$ cat src/rtl/cmos_pkg.sv
// Shared definitions for the OV5640 DVP capture stage: FSM state encoding,
// RGB565 field widths and the default counter width.
package cmos_pkg;

    localparam logic [1:0] S_WAIT = 2'd0;
    localparam logic [1:0] S_SYNC = 2'd1;
    localparam logic [1:0] S_RUN  = 2'd2;

    localparam int R_W       = 5;
    localparam int G_W       = 6;
    localparam int B_W       = 5;
    localparam int PIX_W     = R_W + G_W + B_W;
    localparam int CNT_W_DEF = 12;

    // Sensor sends the high byte first, so it lands in the upper half of the pixel.
    function automatic logic [PIX_W-1:0] pack_rgb565(input logic [7:0] hi, input logic [7:0] lo);
        return {hi, lo};
    endfunction

endpackage

$ cat src/rtl/cmos_pixel_capture_if.sv
// Write-side frame bus carrying packed pixels and frame/line timing toward the DDR3 write FIFO.
interface cmos_pixel_capture_if;
    import cmos_pkg::*;

    logic             cmos_frame_vsync;
    logic             cmos_frame_href;
    logic             cmos_frame_valid;
    logic [PIX_W-1:0] cmos_frame_data;
    logic             frame_done;
    logic             line_err;

    modport master (
        output cmos_frame_vsync, cmos_frame_href, cmos_frame_valid,
        output cmos_frame_data, frame_done, line_err
    );

    modport slave (
        input cmos_frame_vsync, cmos_frame_href, cmos_frame_valid,
        input cmos_frame_data, frame_done, line_err
    );
endinterface

$ cat src/rtl/cmos_edge_det.sv
// One-bit delay stage producing rise/fall pulses from the current and previous sample.
module cmos_edge_det #(
    parameter logic RST_VAL = 1'b0
) (
    input  logic clk,
    input  logic rst_n,
    input  logic d,
    output logic rise,
    output logic fall
);

    logic q_r;

    // Previous-cycle sample; resets to the line's idle level so no edge fires on release.
    always_ff @(posedge clk or negedge rst_n) begin
        if (!rst_n) begin
            q_r <= RST_VAL;
        end else begin
            q_r <= d;
        end
    end

    assign rise = d & ~q_r;
    assign fall = ~d & q_r;

endmodule

$ cat src/rtl/cmos_pixel_capture.sv
// DVP capture: skips WAIT_FRAME frames, aligns to a frame start, packs byte pairs to RGB565.
// Optional macro CMOS_CAPTURE_STATS_EN adds frame_width/frame_height measurement outputs.
module cmos_pixel_capture
    import cmos_pkg::*;
#(
    parameter logic [3:0] WAIT_FRAME = 4'd10,
    parameter logic       VSYNC_POL  = 1'b1,
    parameter int         CNT_W      = CNT_W_DEF
) (
    input  logic                 cam_pclk,
    input  logic                 rst_n,
    input  logic                 cam_vsync,
    input  logic                 cam_href,
    input  logic [7:0]           cam_data,
    cmos_pixel_capture_if.master frame_bus
`ifdef CMOS_CAPTURE_STATS_EN
    ,
    output logic [CNT_W-1:0]     frame_width,
    output logic [CNT_W-1:0]     frame_height
`endif
);

    logic       vsync_d1_r;
    logic       href_d1_r;
    logic [7:0] data_d1_r;
    logic       vsync_rise_s, vsync_fall_s;
    logic       href_rise_s, href_fall_s;
    logic       fs_s, fe_s;
    logic       phase_s, emit_s, run_s;
    logic       phase_r;
    logic [7:0] hi_r;
    logic [1:0] state_r;
    logic [3:0] wait_cnt_r;

    // Input capture stage (d1) on the sensor pins.
    always_ff @(posedge cam_pclk or negedge rst_n) begin
        if (!rst_n) begin
            vsync_d1_r <= ~VSYNC_POL;
            href_d1_r  <= 1'b0;
            data_d1_r  <= 8'd0;
        end else begin
            vsync_d1_r <= cam_vsync;
            href_d1_r  <= cam_href;
            data_d1_r  <= cam_data;
        end
    end

    cmos_edge_det #(.RST_VAL(~VSYNC_POL)) u_vsync_det (
        .clk(cam_pclk), .rst_n(rst_n), .d(vsync_d1_r), .rise(vsync_rise_s), .fall(vsync_fall_s)
    );

    cmos_edge_det #(.RST_VAL(1'b0)) u_href_det (
        .clk(cam_pclk), .rst_n(rst_n), .d(href_d1_r), .rise(href_rise_s), .fall(href_fall_s)
    );

    assign run_s = (state_r == S_RUN);

    // Frame boundaries and the byte phase seen by the current d1 byte (fs wins over a same-cycle byte).
    always_comb begin
        if (VSYNC_POL) begin
            fs_s = vsync_fall_s;
            fe_s = vsync_rise_s;
        end else begin
            fs_s = vsync_rise_s;
            fe_s = vsync_fall_s;
        end
        if (fs_s || href_rise_s) begin
            phase_s = 1'b0;
        end else begin
            phase_s = phase_r;
        end
        emit_s = href_d1_r & phase_s;
    end

    // Startup FSM: count frame starts, then wait for a clean frame start before running.
    always_ff @(posedge cam_pclk or negedge rst_n) begin
        if (!rst_n) begin
            state_r    <= S_WAIT;
            wait_cnt_r <= 4'd0;
        end else begin
            case (state_r)
                S_WAIT: begin
                    if (wait_cnt_r == WAIT_FRAME) begin
                        state_r <= S_SYNC;
                    end else if (fs_s) begin
                        wait_cnt_r <= wait_cnt_r + 4'd1;
                    end
                end
                S_SYNC: begin
                    if (fs_s) begin
                        state_r <= S_RUN;
                    end
                end
                S_RUN:   state_r <= S_RUN;
                default: state_r <= S_WAIT;
            endcase
        end
    end

    // Byte packer: phase-0 byte held as the high half; phase is zero whenever href is low.
    always_ff @(posedge cam_pclk or negedge rst_n) begin
        if (!rst_n) begin
            phase_r <= 1'b0;
            hi_r    <= 8'd0;
        end else if (href_d1_r) begin
            phase_r <= ~phase_s;
            if (!phase_s) begin
                hi_r <= data_d1_r;
            end
        end else begin
            phase_r <= 1'b0;
        end
    end

    // Registered frame bus; everything is held at its reset value until running.
    always_ff @(posedge cam_pclk or negedge rst_n) begin
        if (!rst_n) begin
            frame_bus.cmos_frame_vsync <= ~VSYNC_POL;
            frame_bus.cmos_frame_href  <= 1'b0;
            frame_bus.cmos_frame_valid <= 1'b0;
            frame_bus.cmos_frame_data  <= {PIX_W{1'b0}};
            frame_bus.frame_done       <= 1'b0;
            frame_bus.line_err         <= 1'b0;
        end else if (run_s) begin
            frame_bus.cmos_frame_vsync <= vsync_d1_r;
            frame_bus.cmos_frame_href  <= href_d1_r;
            frame_bus.cmos_frame_valid <= emit_s;
            if (emit_s) begin
                frame_bus.cmos_frame_data <= pack_rgb565(hi_r, data_d1_r);
            end
            frame_bus.frame_done <= fe_s;
            frame_bus.line_err   <= href_fall_s & phase_r;
        end else begin
            frame_bus.cmos_frame_vsync <= ~VSYNC_POL;
            frame_bus.cmos_frame_href  <= 1'b0;
            frame_bus.cmos_frame_valid <= 1'b0;
            frame_bus.cmos_frame_data  <= {PIX_W{1'b0}};
            frame_bus.frame_done       <= 1'b0;
            frame_bus.line_err         <= 1'b0;
        end
    end

`ifdef CMOS_CAPTURE_STATS_EN
    localparam logic [CNT_W-1:0] CNT_MAX = {CNT_W{1'b1}};
    localparam logic [CNT_W-1:0] CNT_ONE = {{(CNT_W-1){1'b0}}, 1'b1};

    logic [CNT_W-1:0] pix_cnt_r;
    logic [CNT_W-1:0] line_cnt_r;

    // Saturating pixel/line counters, latched into the outputs at each forwarded frame end.
    always_ff @(posedge cam_pclk or negedge rst_n) begin
        if (!rst_n) begin
            pix_cnt_r    <= {CNT_W{1'b0}};
            line_cnt_r   <= {CNT_W{1'b0}};
            frame_width  <= {CNT_W{1'b0}};
            frame_height <= {CNT_W{1'b0}};
        end else begin
            if (href_rise_s) begin
                pix_cnt_r <= {CNT_W{1'b0}};
            end else if (emit_s && (pix_cnt_r != CNT_MAX)) begin
                pix_cnt_r <= pix_cnt_r + CNT_ONE;
            end
            if (fs_s) begin
                line_cnt_r <= href_rise_s ? CNT_ONE : {CNT_W{1'b0}};
            end else if (href_rise_s && (line_cnt_r != CNT_MAX)) begin
                line_cnt_r <= line_cnt_r + CNT_ONE;
            end
            if (run_s && fe_s) begin
                frame_width  <= pix_cnt_r;
                frame_height <= line_cnt_r;
            end
        end
    end
`endif

endmodule

$ cat src/flat_wrapper.sv
// flat-port wrapper written by rule: the top's interface ports become plain ports
module cmos_pixel_capture_flat import cmos_pkg::*;
#(
    parameter logic [3:0] WAIT_FRAME = 4'd10,
    parameter logic       VSYNC_POL  = 1'b1,
    parameter int         CNT_W      = CNT_W_DEF
)
  (cam_pclk, rst_n, cam_vsync, cam_href, cam_data, frame_bus_cmos_frame_vsync, frame_bus_cmos_frame_href, frame_bus_cmos_frame_valid, frame_bus_cmos_frame_data, frame_bus_frame_done, frame_bus_line_err);
  cmos_pixel_capture_if frame_bus_i ();
  input  logic cam_pclk;
  input  logic rst_n;
  input  logic cam_vsync;
  input  logic cam_href;
  input  logic [7:0] cam_data;
  output wire logic [$bits(frame_bus_i.cmos_frame_vsync)-1:0] frame_bus_cmos_frame_vsync;
  output wire logic [$bits(frame_bus_i.cmos_frame_href)-1:0] frame_bus_cmos_frame_href;
  output wire logic [$bits(frame_bus_i.cmos_frame_valid)-1:0] frame_bus_cmos_frame_valid;
  output wire logic [$bits(frame_bus_i.cmos_frame_data)-1:0] frame_bus_cmos_frame_data;
  output wire logic [$bits(frame_bus_i.frame_done)-1:0] frame_bus_frame_done;
  output wire logic [$bits(frame_bus_i.line_err)-1:0] frame_bus_line_err;
  assign frame_bus_cmos_frame_vsync = frame_bus_i.cmos_frame_vsync;
  assign frame_bus_cmos_frame_href = frame_bus_i.cmos_frame_href;
  assign frame_bus_cmos_frame_valid = frame_bus_i.cmos_frame_valid;
  assign frame_bus_cmos_frame_data = frame_bus_i.cmos_frame_data;
  assign frame_bus_frame_done = frame_bus_i.frame_done;
  assign frame_bus_line_err = frame_bus_i.line_err;
  cmos_pixel_capture #(.WAIT_FRAME(WAIT_FRAME), .VSYNC_POL(VSYNC_POL), .CNT_W(CNT_W)) u_core (.cam_pclk(cam_pclk), .rst_n(rst_n), .cam_vsync(cam_vsync), .cam_href(cam_href), .cam_data(cam_data), .frame_bus(frame_bus_i));
endmodule
$ cat config.mk
export PLATFORM = sky130hd
export DESIGN_NAME = cmos_pixel_capture_flat
export DESIGN_NICKNAME = d
export VERILOG_FILES = /design/src/rtl/cmos_pkg.sv /design/src/rtl/cmos_pixel_capture_if.sv /design/src/rtl/cmos_edge_det.sv /design/src/rtl/cmos_pixel_capture.sv /design/src/flat_wrapper.sv
export SDC_FILE = /design/constraint.sdc
export NUM_CORES = 1
export LEC_CHECK = 0
export BUFFER_PORTS_ARGS = -buffer_cell sky130_fd_sc_hd__buf_2
export CAP_MARGIN = 10
export CORE_MARGIN = 3
export CORE_UTILIZATION = 50
export CTS_BUF_LIST = sky130_fd_sc_hd__clkbuf_2 sky130_fd_sc_hd__clkbuf_4 sky130_fd_sc_hd__clkbuf_8
export CTS_CLUSTER_DIAMETER = 200
export CTS_CLUSTER_SIZE = 28
export DETAILED_ROUTE_END_ITERATION = 8
export GPL_TIMING_DRIVEN = 0
export HOLD_SLACK_MARGIN = 0.06
export PLACE_DENSITY = 0.83
export SYNTH_ARGS = -nofsm -noshare
export SYNTH_HDL_FRONTEND = slang
export SYNTH_SLANG_ARGS = --single-unit
$ cat constraint.sdc
create_clock -name cam_pclk -period 1.9 [get_ports cam_pclk]
set_input_delay 0.38 -clock cam_pclk [delete_from_list [all_inputs] [get_ports cam_pclk]]
set_output_delay 0.38 -clock cam_pclk [all_outputs]
set_load 0.01 [all_outputs]
==> out/metrics.yaml <==
placed_design:
  io_buffers: 32
  hpwl_mm: 2.16
  dp_cells: 186
  place_congestion: 0.708
die:
  core_area_um2: 3180
  rows: 20
  die-area_um2: 4230
  start_util_pct: 54.8
  die_w_um: 65.0
  die_h_um: 65.0
  ioPinCount: 33
logic_synthesis:
  synth_area_um2: 1740
  synth_top_area_share_pct: 69.0
  yosysTopAreaCell: "dfrtp_1"
  syn_avg_cell_area_um2: 15.8
  syn_inst: 110
  yosysSeqAreaShare_pct: 69.0
  ys_types: 27
  yosys_warnings: 0
  synth_fp_nets: 128
  ys_ff_latch: 48
  synth_top_cells_by_area: "dfrtp_1, a22o_1, mux2_2, ha_1, inv_1"
global_route:
  grt_max_degree: 49
  grt_pass1_wl_mm: 5.20
  antenna_found_initial: 0
  grt_pass1_vias: 1130
  globalRouteTotalUtil_pct: 16.4
  grt.overflow.total: 0
pwr:
  vdd_drop_max_mv: 0.715
  cellLeakagePower_uw: 0.00106
  power_uw: 2390
  power_per_cell_area_nw_per_um2: 1170
timing:
  rsz0062_at_grt: "false"
  report.final.hold_viol_count: 0
  max_freq_mhz: 573
  slew_headroom_pct: 31.5
  setup_viol: 0
  min_period_over_period_pct: 91.8
  min_period_ns: 1.74
  worst_pin_slew_ns: 1.03
  skew_ns: 0.0215
  setup_tns_ns: 0
  whs_ns: 0.109
  drv_slew: 0
clock_tree:
  numClockSinks: 48
  ctsHoldBuffers: 0
  cts-root-buf: "clkbuf_4"
  postCtsSetupBuffers: 0
  clkSlewWorstSetupHoldPaths_ns: 0.14
  cts_buffers: 5
  cts_resized: 0
  clk_latency_ns: 0.36
  clock_path_buffers: 2
  cts_tree: "yes"
  cts_max_level: 2
critical_path:
  start_kind: "flip-flop"
  crit_path_end_kind: "flip-flop"
  criticalPathCategory: "reg2reg"
  required_ns: 2.19
  cp_max_fo: 10
  critical_path_arrival_ns: 2.03
worst_hold_path:
  hold_path.class: "in2reg"
final_layout:
  layout.nets: 167
  stdcell_count: 194
  final_layout_size_suffix_gt1_share_pct: 38.7
  n_antenna_cell: 0
  postLayoutCoreUtil_pct: 64.1
  syn_to_final_growth_pct: 17.0
job:
  max_cap_violations: 0
drt:
  drtIter0Drc: 67
  drt_wl_total_mm: 3.09
  ant_nets: 0
  wl_per_cell_um: 15.9
  drt_pass1_iterations: 4
  viasPerCell: 5.36
  vias: 1040
  drc: 0
run_status:
  status: "complete, no violations"
==> logic make-up (layout without fill, tap and decap cells) <==
family / after synthesis / count (layout) / synth area share, %
adder cells (fa/ha/maj): 6 / 6 / 4.31
XOR/XNOR: 2 / 2 / 1.01
flip-flops: 48 / 48 / 69.0
AO/OA/AOI/OAI: 21 / 21 / 10.8
buffers and inverters: 9 / 49 / 2.59
multiplexers: 11 / 11 / 7.04
AND/OR/NAND/NOR: 13 / 13 / 5.24
==> path summary, 6_finish.rpt <==
kind                                   startpoint                              endpoint  slack [ns]  cells past startpoint
min in group asynchronous                   rst_n                   u_core.data_d1_r[1]        0.17                      1
min reg2reg                u_core.u_vsync_det.q_r           u_core.frame_bus.frame_done        0.46                      1
min                                   cam_data[1]                   u_core.data_d1_r[1]        0.11                      1
max in group asynchronous                   rst_n                  u_core.wait_cnt_r[2]        1.07                      1
max reg2reg                     u_core.state_r[0]  u_core.frame_bus.cmos_frame_data[15]        0.16                      6
max                             u_core.state_r[0]  u_core.frame_bus.cmos_frame_data[15]        0.16                      6
==> through the flow <==
step                      area [um^2]  setup slack (ns)
final                            2040             0.156
after global routing             2040           0.00313
after CTS                        2040             0.154
after detailed placement         1960             0.195
after global placement           1960             0.258
after floorplan                  1740             0.477
==> flip-flops by register name, summed over array words and instances, names as in the netlist, 2 cells and up <==
| register | cells |
|---|---|
| u_core.data_d1_r | 8 |
| u_core.hi_r | 8 |
| u_core.frame_bus.cmos_frame_data | 16 |
| u_core.state_r | 2 |
| u_core.wait_cnt_r | 4 |
==> where the power goes <==
group          total [uW]  switching, uW  internal (uW)
Combinational         548            290            258
Sequential           1250           88.5           1160
Clock                 592            301            290
Total                2390            680           1710
==> cell usage in the layout, fill, tap and decap left out, drive strengths merged <==
cell type  count
o21ai          1
a31o           1
buf           34
xor2           1
ha             6
clkinv         1
bufinv         1
and2           2
nor2b          2
nor2           2
inv            7
dfrtp         48
a31oi          1
a22o          16
nand2          1
nand3          1
mux2i          1
o31a           1
nand3b         1
and3           1
clkbuf         6
a22oi          1
nand4          1
mux2          10
nor3           1
xnor2          1
nand2b         1
==> synth_stat cells <==
| cell type | n |
|---|---|
| dfrtp_1 | 48 |
| a22o_1 | 16 |
| mux2_2 | 10 |
| ha_1 | 6 |
| inv_1 | 6 |
| and2_1 | 2 |
| nor2_1 | 2 |
| a22oi_1 | 1 |
| a31o_2 | 1 |
| a31oi_1 | 1 |
| and3_1 | 1 |
| buf_4 | 1 |
| buf_6 | 1 |
| inv_2 | 1 |
| mux2i_1 | 1 |
| nand2_1 | 1 |
| nand2b_1 | 1 |
| nand3_1 | 1 |
| nand3b_1 | 1 |
| nand4_1 | 1 |
| nor2b_1 | 1 |
| nor2b_4 | 1 |
| nor3_4 | 1 |
| o21ai_2 | 1 |
| o31a_4 | 1 |
| xnor2_1 | 1 |
| xor2_1 | 1 |
==> metal layers <==
metal  up-vias  GRT usage [%]  wire length (um)
li1        466              -                 -
met1       534           19.7              1260
met2        33           27.2              1610
met3         7           4.68               172
met4         0           7.51                46
met5         -              0                 0
==> final cells by class <==
class / count / area, um^2
well taps: 44 / 55.1
inverters: 7 / 26.3
flip-flops and latches: 48 / 1200
fillers: 254 / 1140
clock buffers: 6 / 45.0
plain buffers: 2 / 18.8
clock inverters: 2 / 35.0
multi-input cells: 53 / 495
repair buffers: 32 / 160
==> worst max-delay path: stages (launching register included) <==
cell     delay [ns]
dfrtp_1        0.42
inv_1          0.11
ha_1           0.23
nand3_1        0.15
nor3_4         0.34
buf_4          0.26
a22o_1         0.16
(Power assumes the default switching activity.)
